==> config.mk <==
export PLATFORM = sky130hd
export DESIGN_NAME = ppt_burst_sequencer
export DESIGN_NICKNAME = d
export VERILOG_FILES = /design/src/rtl/ppt_seq_pkg.sv /design/src/rtl/ppt_slot_table.sv /design/src/rtl/ppt_burst_sequencer.sv
export SDC_FILE = /design/constraint.sdc
export NUM_CORES = 1
export LEC_CHECK = 0
export ABC_AREA = 1
export ABC_CLOCK_PERIOD_IN_PS = 12740
export CAP_MARGIN = 20
export CORE_MARGIN = 5
export CORE_UTILIZATION = 30
export CTS_CLUSTER_DIAMETER = 50
export DETAILED_ROUTE_END_ITERATION = 6
export PLACE_DENSITY = 0.43
export SYNTH_ARGS = -nofsm -noshare
export SYNTH_HDL_FRONTEND = slang
export SYNTH_SLANG_ARGS = --single-unit
==> constraint.sdc <==
create_clock -name clk -period 12.74 [get_ports clk]
set_input_delay 1.274 -clock clk [delete_from_list [all_inputs] [get_ports clk]]
set_output_delay 1.274 -clock clk [all_outputs]
set_load 0.02 [all_outputs]
==> src/rtl/ppt_seq_pkg.sv <==
// Shared types and constants for the PPT burst sequencer: FSM states and the
// byte layout of a burst descriptor slot.
package ppt_seq_pkg;

    typedef enum logic [2:0] {
        IDLE,
        LOAD,
        RUN,
        GAP,
        DONE
    } state_t;

    localparam int unsigned OFF_PER    = 0;
    localparam int unsigned OFF_WID    = 2;
    localparam int unsigned OFF_CNT    = 4;
    localparam int unsigned OFF_GAP    = 6;
    localparam int unsigned SLOT_BYTES = 8;
    localparam int unsigned RUN_BLANK  = 2;

endpackage

==> src/rtl/ppt_slot_table.sv <==
// Byte-writable descriptor table (period/width/count/gap per slot) with a
// combinational byte readback and a combinational full-slot read port.
module ppt_slot_table
    import ppt_seq_pkg::*;
#(
    parameter int NUM_SLOTS = 4,
    parameter int DW        = 16
) (
    input  logic                           clk,
    input  logic                           rst,
    input  logic                           cfg_we,
    input  logic [$clog2(NUM_SLOTS)+2:0]   cfg_addr,
    input  logic [7:0]                     cfg_wdata,
    output logic [7:0]                     cfg_rdata,
    input  logic [$clog2(NUM_SLOTS)-1:0]   rd_slot,
    output logic [DW-1:0]                  rd_period,
    output logic [DW-1:0]                  rd_width,
    output logic [DW-1:0]                  rd_count,
    output logic [DW-1:0]                  rd_gap
);

    logic [7:0]  mem [NUM_SLOTS*SLOT_BYTES];
    logic [15:0] per16, wid16, cnt16, gap16;

    always_ff @(posedge clk or posedge rst) begin
        if (rst) begin
            mem <= '{default: '0};
        end else if (cfg_we) begin
            mem[cfg_addr] <= cfg_wdata;
        end
    end

    assign cfg_rdata = mem[cfg_addr];

    // Each field is a lo/hi byte pair; fields are at most 16 bits wide.
    always_comb begin
        per16 = {mem[{rd_slot, 3'(OFF_PER + 1)}], mem[{rd_slot, 3'(OFF_PER)}]};
        wid16 = {mem[{rd_slot, 3'(OFF_WID + 1)}], mem[{rd_slot, 3'(OFF_WID)}]};
        cnt16 = {mem[{rd_slot, 3'(OFF_CNT + 1)}], mem[{rd_slot, 3'(OFF_CNT)}]};
        gap16 = {mem[{rd_slot, 3'(OFF_GAP + 1)}], mem[{rd_slot, 3'(OFF_GAP)}]};
    end

    assign rd_period = per16[DW-1:0];
    assign rd_width  = wid16[DW-1:0];
    assign rd_count  = cnt16[DW-1:0];
    assign rd_gap    = gap16[DW-1:0];

endmodule

==> src/rtl/ppt_burst_sequencer.sv <==
// Steps through a table of burst descriptors, driving the PPT generator/counter
// configuration, waiting for done and the inter-burst gap, with optional repeats.
module ppt_burst_sequencer
    import ppt_seq_pkg::*;
#(
    parameter int NUM_SLOTS = 4,
    parameter int DW        = 16
) (
    input  logic                           clk,
    input  logic                           rst,
    input  logic                           cfg_we,
    input  logic [$clog2(NUM_SLOTS)+2:0]   cfg_addr,
    input  logic [7:0]                     cfg_wdata,
    output logic [7:0]                     cfg_rdata,
    input  logic                           start,
    input  logic                           abort,
    input  logic [$clog2(NUM_SLOTS)-1:0]   seq_last,
    input  logic [7:0]                     loops,
    output logic [DW-1:0]                  ppt_period,
    output logic [DW-1:0]                  ppt_width,
    output logic [DW-1:0]                  ppt_count,
    output logic                           ppt_run,
    input  logic                           ppt_done,
    output logic                           busy,
    output logic [$clog2(NUM_SLOTS)-1:0]   cur_slot,
    output logic [7:0]                     loops_left,
    output logic                           seq_done,
    output logic                           aborted
);

    localparam int SW = $clog2(NUM_SLOTS);
    localparam int BW = $clog2(RUN_BLANK + 1);

    state_t          state, state_nx;
    logic [SW-1:0]   seq_last_q;
    logic [7:0]      loops_q;
    logic [DW-1:0]   gap_ctr;
    logic [BW-1:0]   blank_ctr;
    logic [DW-1:0]   tbl_period, tbl_width, tbl_count, tbl_gap;
    logic            slot_skip, last_slot, repeat_seq, blank_done, slot_exit;

    ppt_slot_table #(
        .NUM_SLOTS (NUM_SLOTS),
        .DW        (DW)
    ) u_table (
        .clk       (clk),
        .rst       (rst),
        .cfg_we    (cfg_we),
        .cfg_addr  (cfg_addr),
        .cfg_wdata (cfg_wdata),
        .cfg_rdata (cfg_rdata),
        .rd_slot   (cur_slot),
        .rd_period (tbl_period),
        .rd_width  (tbl_width),
        .rd_count  (tbl_count),
        .rd_gap    (tbl_gap)
    );

    always_ff @(posedge clk or posedge rst) begin
        if (rst) begin
            state <= IDLE;
        end else begin
            state <= state_nx;
        end
    end

    // The NEXT decision is folded into the LOAD-skip and GAP-expiry cycles.
    always_comb begin
        slot_skip  = (tbl_period == '0) || (tbl_count == '0);
        last_slot  = (cur_slot == seq_last_q);
        repeat_seq = (loops_q == '0) || (loops_left > 8'd1);
        blank_done = (blank_ctr == BW'(RUN_BLANK));
        slot_exit  = 1'b0;
        state_nx   = state;
        case (state)
            IDLE:    if (start) state_nx = LOAD;
            LOAD:    if (slot_skip) slot_exit = 1'b1;
                     else           state_nx  = RUN;
            RUN:     if (blank_done && ppt_done) state_nx = GAP;
            GAP:     if (gap_ctr == '0) slot_exit = 1'b1;
            DONE:    state_nx = IDLE;
            default: state_nx = IDLE;
        endcase
        if (slot_exit) begin
            state_nx = (last_slot && !repeat_seq) ? DONE : LOAD;
        end
        if (abort) begin
            state_nx = IDLE;
        end
    end

    always_comb begin
        busy     = (state != IDLE);
        ppt_run  = (state == RUN);
        seq_done = (state == DONE);
    end

    always_ff @(posedge clk or posedge rst) begin
        if (rst) begin
            seq_last_q <= '0;
            loops_q    <= '0;
            cur_slot   <= '0;
            loops_left <= '0;
            ppt_period <= '0;
            ppt_width  <= '0;
            ppt_count  <= '0;
            gap_ctr    <= '0;
            blank_ctr  <= '0;
            aborted    <= 1'b0;
        end else begin
            aborted <= abort && (state != IDLE);
            if (!abort) begin
                case (state)
                    IDLE: if (start) begin
                        seq_last_q <= seq_last;
                        loops_q    <= loops;
                        cur_slot   <= '0;
                        loops_left <= loops;
                    end
                    LOAD: if (!slot_skip) begin
                        ppt_period <= tbl_period;
                        ppt_width  <= tbl_width;
                        ppt_count  <= tbl_count;
                        blank_ctr  <= '0;
                    end
                    RUN: begin
                        if (!blank_done) blank_ctr <= blank_ctr + BW'(1);
                        if (blank_done && ppt_done) gap_ctr <= tbl_gap;
                    end
                    GAP: if (gap_ctr != '0) gap_ctr <= gap_ctr - DW'(1);
                    default: ;
                endcase
                if (slot_exit) begin
                    if (!last_slot) begin
                        cur_slot <= cur_slot + SW'(1);
                    end else begin
                        if (repeat_seq) cur_slot <= '0;
                        if (loops_left != '0) loops_left <= loops_left - 8'd1;
                    end
                end
            end
        end
    end

endmodule

==> metrics.txt <==
Syn Area/Cell roughly 7.8 sq um; CP arrival approximately 4.6 ns; startpoint types input pin; router iterations before antenna repair 7; DRT iter0 DRCs around 1.5k; DRC Markers 2; Total Negative Setup Slacks 0 ns; Layout area overhead 19.2%; Post-CTS Hold Buffers 0; Core Area 58900 sq um; top cells by area, synth dfrtp_1 (49%), nand2_1 (15%), o21ai_0 (9.9%); grt ovf 0; Final Max Tran Viols 0; post-place setup slack 6.90 ns; Num Clock Sinks 346; Die X 254 um; hold endpoint ppt_width[12]; post-synth cell types 41; R2R Setup Slk 7.86 ns; DIE AREA 64300 sq um; Synth top area share about 50%; clk_skew 0.0220 ns; first-pass GRT wire length 110000 um; # IOs 99; root buf cell clkbuf_16; max_slew headroom between 20% and 30%; Hold Crit Start ppt_width[12]; fin worst setup slack 6.82 ns; Vias between 15k and 20k; Pwr Density 220 nW/um^2; Max VDD drop 0.113 mV; mapped cell area 17800 sq um; FF-to-FF Start cur_slot[0]; Hold Path Class register to register; Nets 2339; cells after synthesis about 2.3k; Metal-1 WL 31700 um; Leak Pwr 9.42 nW; power consumption approximately 4.7 mW; worst skew pair latency 0.62 ns; crit-path max FO 50; # diodes 0; Tmin final 5.92 ns; FF+latch count, synth 346; WL/cell 23.6 um; Placed Area 19300 sq um; failing checks DRC; most frequent cells in the layout nand2_1 (724), o21ai_0 (351), dfrtp_1 (344); critical-path cell list buf_2, buf_4, inv_1, nor2_4, buf_4, a22oi_1, o211ai_1, a22o_1, or3_1, clkdlybuf4s50_1; Tcrit/Tclk final 46.4%; initial antenna violation count 1; critical path endpoint category output port; CTS clk-pin slew, worst paths 0.05 ns; Final HPWL DP just over 50000 um; Worst Path Buf+Inv 5; port buffer count 98; worst hold path depth 2; RSZ-0062 raised after global routing false; GRT Overall Usage 22.6%; slowest stage delay, CP 0.69 ns; worst slew pin tran 1.07 ns; pin count of the biggest net entering global routing 112; final hold slack ~0.48 ns; CP delay by family, top buffers and inverters; post-detailed-route count of antenna-violating nets 0; WP data required 11.47 ns; most common cell after layout, fill and taps aside nand2_1; WL final about 74000 um; vias in the first global route 16.1k; Top Layer Used met4; initial core utilization 30.2%; met3 WL 3950 um; DR vias/cell 5.34; sequential-to-total area share from yosys stat 48.6%; row count 89; H-Tree Level Count 2; CTS tree yes; cts bufs inserted 54; Final GP Congestion 0.933; Fin. Hold Viols 0; CP most frequent cell buf_4; reg-to-reg endpoint ppt_width[10]; fraction of layout cells with a size suffix above 1 6.81%; area leader, netlist dfrtp_1; Syn. warnings 0; status complete, but fails checks; Slowest-stage cell, CP nor2_4; post-CTS setup buffer count 0; Fmax 169 MHz; max-cap viol count 0; Net Count, Synth about 2.3k; CP Class input pin to output port; Resized cells post-CTS 0; Die H around 250 um; clk buf depth 3; Final Setup Violations 0; Final Cell Area between 20000 and 25000 sq um; reg2reg path depth 13; met2 wire len around 34000 um
## sequential cells by signal, indices dropped and copies added, names as in the netlist
| register | flops |
|---|---|
| u_table.mem | 256 |
| aborted | 1 |
| cur_slot | 2 |
| seq_last_q | 2 |
| gap_ctr | 16 |
| blank_ctr | 2 |
| ppt_width | 16 |
| ppt_count | 16 |
| state | 3 |
| loops_q | 8 |
| ppt_period | 16 |
| loops_left | 8 |
## cells in the mapped netlist (all sizes together)
master    n
nand3   234
o221ai   15
nor2     69
or2       3
nand2   726
a311oi    1
a22oi    65
ha        5
mux2     10
dfrtp   346
clkbuf  105
a32o     16
o31ai     2
o311ai    1
a221oi    1
o22ai     3
buf      58
inv     114
clkinv    1
or3       3
a31oi     8
nand4    16
o21ai   359
xor2      7
nor3     19
o211ai   21
a22o     18
nor4      4
a21oi    50
o31a      1
## final cells by class
type,instances,area [sq um]
clock buffers,66,1460
clock inverters,34,395
fillers,6170,37700
inverters,115,440
multi-input cells,1657,8000
flip-flops and latches,346,8660
well taps,773,967
repair buffers,131,1300
## per-stage QoR
| stage | utilization, % | cells |
|---|---|---|
| 2_1_floorplan | - | 2281 |
| 3_3_place_gp | 32.7 | 3015 |
| 3_5_place_dp | 32.8 | 3018 |
| 4_1_cts | 35.9 | 3118 |
| 5_1_grt | 36.0 | 3122 |
| 6_report | 36.0 | 3122 |
## how the worst max path moves through the flow
stage / endpoint / startpoint / slack (ns) / cells after the start
2_1_floorplan: aborted / rst / 1.87 / 1
3_3_place_gp: cfg_rdata[3] / cfg_addr[0] / 6.99 / 11
3_5_place_dp: cfg_rdata[3] / cfg_addr[0] / 6.90 / 11
4_1_cts: cfg_rdata[3] / cfg_addr[0] / 6.89 / 11
5_1_grt: cfg_rdata[3] / cfg_addr[0] / 6.67 / 11
6_report: cfg_rdata[3] / cfg_addr[0] / 6.82 / 10
## layer usage
metal | track usage, % | vias up
met5 | 0 | -
met4 | 9.70 | 0
met3 | 3.46 | 150
met2 | 36.5 | 544
met1 | 30.3 | 8183
li1 | - | 7794
## power breakdown
part | total (mW) | internal (mW) | switching, mW
registers | 1.69 | 1.38 | 0.314
logic | 1.46 | 0.522 | 0.936
clock network | 1.51 | 0.927 | 0.585
total | 4.66 | 2.82 | 1.83
## cells by family (layout without fill, tap and decap cells)
group	Yosys count	after routing	synth area share, %
buffers and inverters	278	346	6.63
muxes	10	10	0.633
and+or+nand+nor	1074	1074	25.1
adders and majority gates	5	5	0.351
xor gates and xnor gates	7	7	0.344
AOI/OAI and AO/OA	561	561	18.3
DFF	346	346	48.6
## tightest hold or removal path: stages (launching register included)
cell and delay (ns):
dfrtp_1 0.34, nand2_1 0.05, o21ai_0 0.05
Power figures use the tool's default switching activity.
